[config.mk]
export PLATFORM = sky130hd
export DESIGN_NAME = pipe_hazard_ctrl
export DESIGN_NICKNAME = d
export VERILOG_FILES = /design/src/rtl/pipe_hazard_ctrl.sv
export SDC_FILE = /design/constraint.sdc
export NUM_CORES = 1
export LEC_CHECK = 0
export ABC_AREA = 1
export BUFFER_PORTS_ARGS = -buffer_cell sky130_fd_sc_hd__buf_2
export CAP_MARGIN = 25
export CORE_UTILIZATION = 54
export CTS_CLUSTER_DIAMETER = 60
export DETAILED_ROUTE_END_ITERATION = 10
export HOLD_SLACK_MARGIN = 0.06
export PLACE_DENSITY_LB_ADDON = 0.15
export SYNTH_ARGS = -nofsm -noshare
export SYNTH_HDL_FRONTEND = slang
export SYNTH_SLANG_ARGS = --single-unit
[constraint.sdc]
create_clock -name clk -period 3.15 [get_ports clk]
set_input_delay 0.315 -clock clk [delete_from_list [all_inputs] [get_ports clk]]
set_output_delay 0.315 -clock clk [all_outputs]
set_load 0.005 [all_outputs]
[src/rtl/pipe_hazard_ctrl.sv]
// pipe_hazard_ctrl
// Hazard and stall controller for a five-stage pipeline. Decides, every
// cycle, which pipeline registers advance, which get bubbled and which
// get squashed, based on memory stalls, taken branches and load-use
// dependencies. A small FSM tracks outstanding memory waits and a
// retired HALT; saturating counters record stall and flush activity.
module pipe_hazard_ctrl #(
  parameter int TIMEOUT = 255
) (
  input  logic        clk,
  input  logic        rst,
  input  logic [2:0]  id_rs,
  input  logic [2:0]  id_rt,
  input  logic        id_uses_rs,
  input  logic        id_uses_rt,
  input  logic [2:0]  ex_rd,
  input  logic        ex_reg_write,
  input  logic        ex_mem_to_reg,
  input  logic        ex_branch_taken,
  input  logic        mem_req,
  input  logic        mem_done,
  input  logic        halt_in,
  output logic        pc_en,
  output logic        ifid_en,
  output logic        ifid_flush,
  output logic        idex_en,
  output logic        idex_nop,
  output logic        exmem_en,
  output logic        memwb_en,
  output logic [1:0]  state,
  output logic [15:0] stall_cnt,
  output logic [15:0] flush_cnt,
  output logic        mem_timeout
);

  // FSM encodings; 2'd3 is unreachable and recovers to RUN.
  localparam logic [1:0] ST_RUN     = 2'd0;
  localparam logic [1:0] ST_MEMWAIT = 2'd1;
  localparam logic [1:0] ST_HALTED  = 2'd2;

  // Timeout threshold widened by one bit so it compares cleanly against
  // the incremented 8-bit wait count.
  localparam logic [8:0] LP_TIMEOUT = 9'(TIMEOUT);

  localparam logic [15:0] CNT_MAX = 16'hFFFF;

  // Registered state
  logic [1:0]  r_state;
  logic [15:0] r_stall_cnt;
  logic [15:0] r_flush_cnt;
  logic [7:0]  r_wait_cnt;
  logic        r_mem_timeout;

  // Combinational decode
  logic        w_live;
  logic        w_rs_hit;
  logic        w_rt_hit;
  logic        w_luh;
  logic        w_mstall;
  logic        w_flush_cyc;
  logic        w_stall_cyc;
  logic [1:0]  w_state_nxt;
  logic        w_enter_wait;
  logic [8:0]  w_wait_inc;

  logic        w_pc_en;
  logic        w_ifid_en;
  logic        w_ifid_flush;
  logic        w_idex_en;
  logic        w_idex_nop;
  logic        w_exmem_en;
  logic        w_memwb_en;

  // Anything other than HALTED behaves as a live pipeline.
  assign w_live   = (r_state != ST_HALTED);

  // A load in EX whose destination an ID source operand needs.
  assign w_rs_hit = id_uses_rs & (id_rs == ex_rd);
  assign w_rt_hit = id_uses_rt & (id_rt == ex_rd);
  assign w_luh    = ex_mem_to_reg & ex_reg_write & (w_rs_hit | w_rt_hit);

  // Data memory has not answered; the whole pipe must freeze.
  assign w_mstall = w_live & mem_req & ~mem_done;

  // Pick pipeline-register controls by priority:
  // halted > memory stall > taken branch > load-use > normal flow.
  always_comb begin
    w_pc_en      = 1'b1;
    w_ifid_en    = 1'b1;
    w_ifid_flush = 1'b0;
    w_idex_en    = 1'b1;
    w_idex_nop   = 1'b0;
    w_exmem_en   = 1'b1;
    w_memwb_en   = 1'b1;
    if (!w_live) begin
      w_pc_en      = 1'b0;
      w_ifid_en    = 1'b0;
      w_idex_en    = 1'b0;
      w_exmem_en   = 1'b0;
      w_memwb_en   = 1'b0;
    end else if (w_mstall) begin
      // EX is held, so a taken branch here simply waits its turn.
      w_pc_en      = 1'b0;
      w_ifid_en    = 1'b0;
      w_idex_en    = 1'b0;
      w_exmem_en   = 1'b0;
      w_memwb_en   = 1'b0;
    end else if (ex_branch_taken) begin
      // Redirect: squash the two younger instructions. Any load-use
      // dependency belongs to a squashed instruction and is moot.
      w_ifid_flush = 1'b1;
      w_idex_nop   = 1'b1;
    end else if (w_luh) begin
      // Hold PC and IF/ID one cycle, feed a bubble into EX.
      w_pc_en      = 1'b0;
      w_ifid_en    = 1'b0;
      w_idex_nop   = 1'b1;
    end else begin
      w_pc_en      = 1'b1;
    end
  end

  assign pc_en      = w_pc_en;
  assign ifid_en    = w_ifid_en;
  assign ifid_flush = w_ifid_flush;
  assign idex_en    = w_idex_en;
  assign idex_nop   = w_idex_nop;
  assign exmem_en   = w_exmem_en;
  assign memwb_en   = w_memwb_en;

  // Next-state decode; a retiring HALT overrides every other condition.
  always_comb begin
    w_state_nxt = ST_RUN;
    if (halt_in) begin
      w_state_nxt = ST_HALTED;
    end else begin
      case (r_state)
        ST_RUN:     w_state_nxt = w_mstall ? ST_MEMWAIT : ST_RUN;
        ST_MEMWAIT: w_state_nxt = (mem_done | ~mem_req) ? ST_RUN : ST_MEMWAIT;
        ST_HALTED:  w_state_nxt = ST_HALTED;
        default:    w_state_nxt = ST_RUN;
      endcase
    end
  end

  assign w_enter_wait = (r_state != ST_MEMWAIT) & (w_state_nxt == ST_MEMWAIT);
  assign w_wait_inc   = {1'b0, r_wait_cnt} + 9'd1;

  // Cycles that count as stalls or flushes; HALTED never counts.
  assign w_stall_cyc  = w_live & ~w_pc_en;
  assign w_flush_cyc  = w_live & ~w_mstall & ex_branch_taken;

  // FSM state register.
  always_ff @(posedge clk or posedge rst) begin
    if (rst) begin
      r_state <= ST_RUN;
    end else begin
      r_state <= w_state_nxt;
    end
  end

  // Memory-wait length: restarts on entering MEMWAIT, counts each
  // MEMWAIT cycle and parks at its maximum instead of wrapping.
  always_ff @(posedge clk or posedge rst) begin
    if (rst) begin
      r_wait_cnt <= 8'd0;
    end else if (w_enter_wait) begin
      r_wait_cnt <= 8'd0;
    end else if ((r_state == ST_MEMWAIT) && (r_wait_cnt != 8'hFF)) begin
      r_wait_cnt <= r_wait_cnt + 8'd1;
    end else begin
      r_wait_cnt <= r_wait_cnt;
    end
  end

  // Sticky timeout flag once a single wait reaches the threshold.
  always_ff @(posedge clk or posedge rst) begin
    if (rst) begin
      r_mem_timeout <= 1'b0;
    end else if ((r_state == ST_MEMWAIT) && (w_wait_inc >= LP_TIMEOUT)) begin
      r_mem_timeout <= 1'b1;
    end else begin
      r_mem_timeout <= r_mem_timeout;
    end
  end

  // Saturating stall-cycle counter.
  always_ff @(posedge clk or posedge rst) begin
    if (rst) begin
      r_stall_cnt <= 16'd0;
    end else if (w_stall_cyc && (r_stall_cnt != CNT_MAX)) begin
      r_stall_cnt <= r_stall_cnt + 16'd1;
    end else begin
      r_stall_cnt <= r_stall_cnt;
    end
  end

  // Saturating branch-flush counter.
  always_ff @(posedge clk or posedge rst) begin
    if (rst) begin
      r_flush_cnt <= 16'd0;
    end else if (w_flush_cyc && (r_flush_cnt != CNT_MAX)) begin
      r_flush_cnt <= r_flush_cnt + 16'd1;
    end else begin
      r_flush_cnt <= r_flush_cnt;
    end
  end

  assign state       = r_state;
  assign stall_cnt   = r_stall_cnt;
  assign flush_cnt   = r_flush_cnt;
  assign mem_timeout = r_mem_timeout;

endmodule
==> summary.md <==
| Metric | Value |
|---|---|
| Worst-margin pin slew | roughly 0.6 ns |
| Async set-reset flop share out of synthesis | 100% |
| Slew Viols, Final | 0 |
| Dominant cells by area after synthesis | dfrtp_1 40%, nand2_1 18%, nor2_1 5.3%, nand4_1 5.1%, xor2_1 4.9% |
| GRT overflow | 0 |
| I/O Buffers | 60 |
| Chip height | 72.5 µm |
| Synth warn | 0 |
| Max Clock Freq | 504 MHz |
| Mapped Cells | 374 |
| # Post-CTS Setup Buffers | 0 |
| Unique cell type count in the Yosys netlist | 28 |
| First-pass GRT wire length | roughly 10000 µm |
| Crit path DAT | 2.17 ns |
| Vias per inst | roughly 5 |
| Post-synth top cells | 128 x nand2_1, 43 x dfrtp_1, 38 x nor2_1 |
| HPWL after DPL | 4400 µm |
| Die W | 72.5 µm |
| # DRC | 0 |
| P per Cell Area | 342 nW/µm² |
| Total GRT Usage | 24.2% |
| Core ar. | 4750 µm² |
| CP required | 3.33 ns |
| Nets | 455 |
| Die area | 5260 µm² |
| Iteration-0 DRC Markers | 159 |
| Kind of critical path | register to register |
| Top-count cell post-synth | nand2_1 |
| # hold bufs at CTS | 0 |
| Post-synthesis register bit count | 43 |
| Skew-Pair Late Insertion Delay | 0.29 ns |
| Drt wl/cell | 11.6 µm |
| Worst setup path start | state[1] |
| CP max FO | 14 |
| Mean Syn Cell Area | 7.19 µm² |
| Seq/Total Area, Yosys | 40.0% |
| Tcrit/Tclk final | 63.0% |
| CTS sink cnt | 43 |
| Htree depth | 2 |
| Post-Route Utilization | roughly 66% |
| GPL Wtd Cong | 0.885 |
| Leak Pwr | between 1.5 and 2 nW |
| Fraction of layout cells with a size suffix above 1 | around a fifth |
| Clk network pwr share | 38.8% |
| Synth Flop Type | dfrtp_1 |
| Clock Skews | around 0.0040 ns |
| Status | completed |
| Yosys top cell by area | dfrtp_1 |
| CTS clock-pin slew for the worst setup and hold paths | 0.08 ns |
| # setup viols final | 0 |
| Critical Path Start Type | register |
| Seq pwr share | 53.1% |
| Diode count | 0 |
| RR Startpoint | state[1] |
| Post-CTS Resized | 0 |
| Via Count | approximately 2.5k |
| Sw Share | 22.9% |
| Std-Cell Rows | 25 |
| Synth-to-Final Area Change | 16.1% |
| Clock root buffer | clkbuf_8 |
| Tmin final | 1.98 ns |
| Final hold violations | 0 |
| Initial core utilization | 56.5% |
| RSZ-0062 raised after global routing | false |
| Num ports | 61 |
| Sum of negative setup slack | 0 ns |
| Post-Syn Nets | 397 |
| Vias in the first global route | 2337 |
| Initial antenna violation count | 0 |
| Pre-antenna DRT Iters | 4 |
| Max_cap viols | 0 |
| Hold crit path type | input port to asynchronous set/reset pin |
| Post-Route WL | 5790 µm |
| CP Capture Type | register |
| Max clock buf depth | 2 |
| CTS tree | yes |
| NetSw | roughly 240 µW |
| Logic pwr share | under 10% |
| Number of buffers created by CTS | 5 |
| Slew margin rel. | 59.9% |
| Largest net degree at the start of global routing | 29 |
| Synthesized area | 2690 µm² |
| Post-synth EDFFs | 0 |
| Worst vdd ir | between 0.0002 and 0.00025 V |
| Antenna violation net count after detailed routing | 0 |
| Yosys top cell area share | 40.0% |
| Pint | 824 µW |
cells in the final DEF, fill, tap and decap left out, types with 5 or more instances in the layout:
master	instances
xor2_1	15
nand4_1	22
nor3_1	8
buf_2	60
nor2_1	38
nand2_1	128
nand3_1	18
inv_2	15
xnor2_1	10
dfrtp_1	43
inv_1	30
clkbuf_8	5
o21ai_1	11
cell type report:
type                            count  area [µm²]
Tap cell                           67        83.8
Clock buffer                        6        72.6
Clock inverter                      1        30.0
Multi-Input combinational cell    275        1370
Timing Repair Buffer               62         315
Inverter                           45         169
Sequential cell                    43        1080
Fill cell                         445        1640
layer usage:
layer  track usage (%)  wire length [µm]  up-vias
li1                  -                 -     1301
met1              30.4              2690     1139
met2              42.8              2820       56
met3              4.58               202        6
met4              6.32                66        0
met5                 0                 0        -
critical path, cell delays in order (launching register included):
cell and delay [ns]:
dfrtp_1 0.41, nand2_1 0.34, nand2_1 0.15, nor2_1 0.15, nand2_1 0.27, inv_2 0.29
nand2_1 0.10, xor2_1 0.15
path summary, 6_finish.rpt:
check / end / slack [ns] / depth (start not counted)
setup / recovery: flush_cnt[3] / 1.17 / 7
hold / removal: r_wait_cnt[1] / 0.08 / 2
setup reg to reg: flush_cnt[3] / 1.17 / 7
hold reg to reg: mem_timeout / 0.46 / 2
max in group asynchronous: stall_cnt[10] / 2.29 / 3
min in group clk: state[0] / 0.20 / 2
through the flow:
step                      area [µm²]  setup slack, ns  std cells  total power [mW]  hold WS, ns
final                           3120             1.17        499              1.07       0.0771
after global routing            3120            0.987        499              1.11        0.133
after CTS                       3120             1.19        499              1.08       0.0953
after detailed placement        3020             1.20        492             0.665        0.415
after global placement          3020             1.30        492             0.663        0.405
after floorplan                 2690             1.59        374             0.632        0.397
power by group through the flow:
stage / Sequential (mW) / Combinational, mW / Clock [mW]
floorplan: 0.578 / 0.0548 / 0
CTS: 0.567 / 0.0873 / 0.424
global placement: 0.578 / 0.0853 / 0
detailed placement: 0.578 / 0.0870 / 0
global route: 0.569 / 0.102 / 0.440
finish: 0.567 / 0.0866 / 0.414
sequential cells by signal (all words and copies together) (netlist names):
name	cells
flush_cnt	16
r_wait_cnt	8
mem_timeout	1
stall_cnt	16
state	2
cells by family after synthesis:
kind of cell,Yosys count,synth area share (%)
flip-flops,43,40.0
AND/OR/NAND/NOR,223,36.3
XOR/XNOR,25,8.15
AO/OA/AOI/OAI,23,4.75
buffers and inverters,56,8.89
adder cells (fa/ha/maj),4,1.86
No activity file was read; power rests on OpenSTA's default activity.
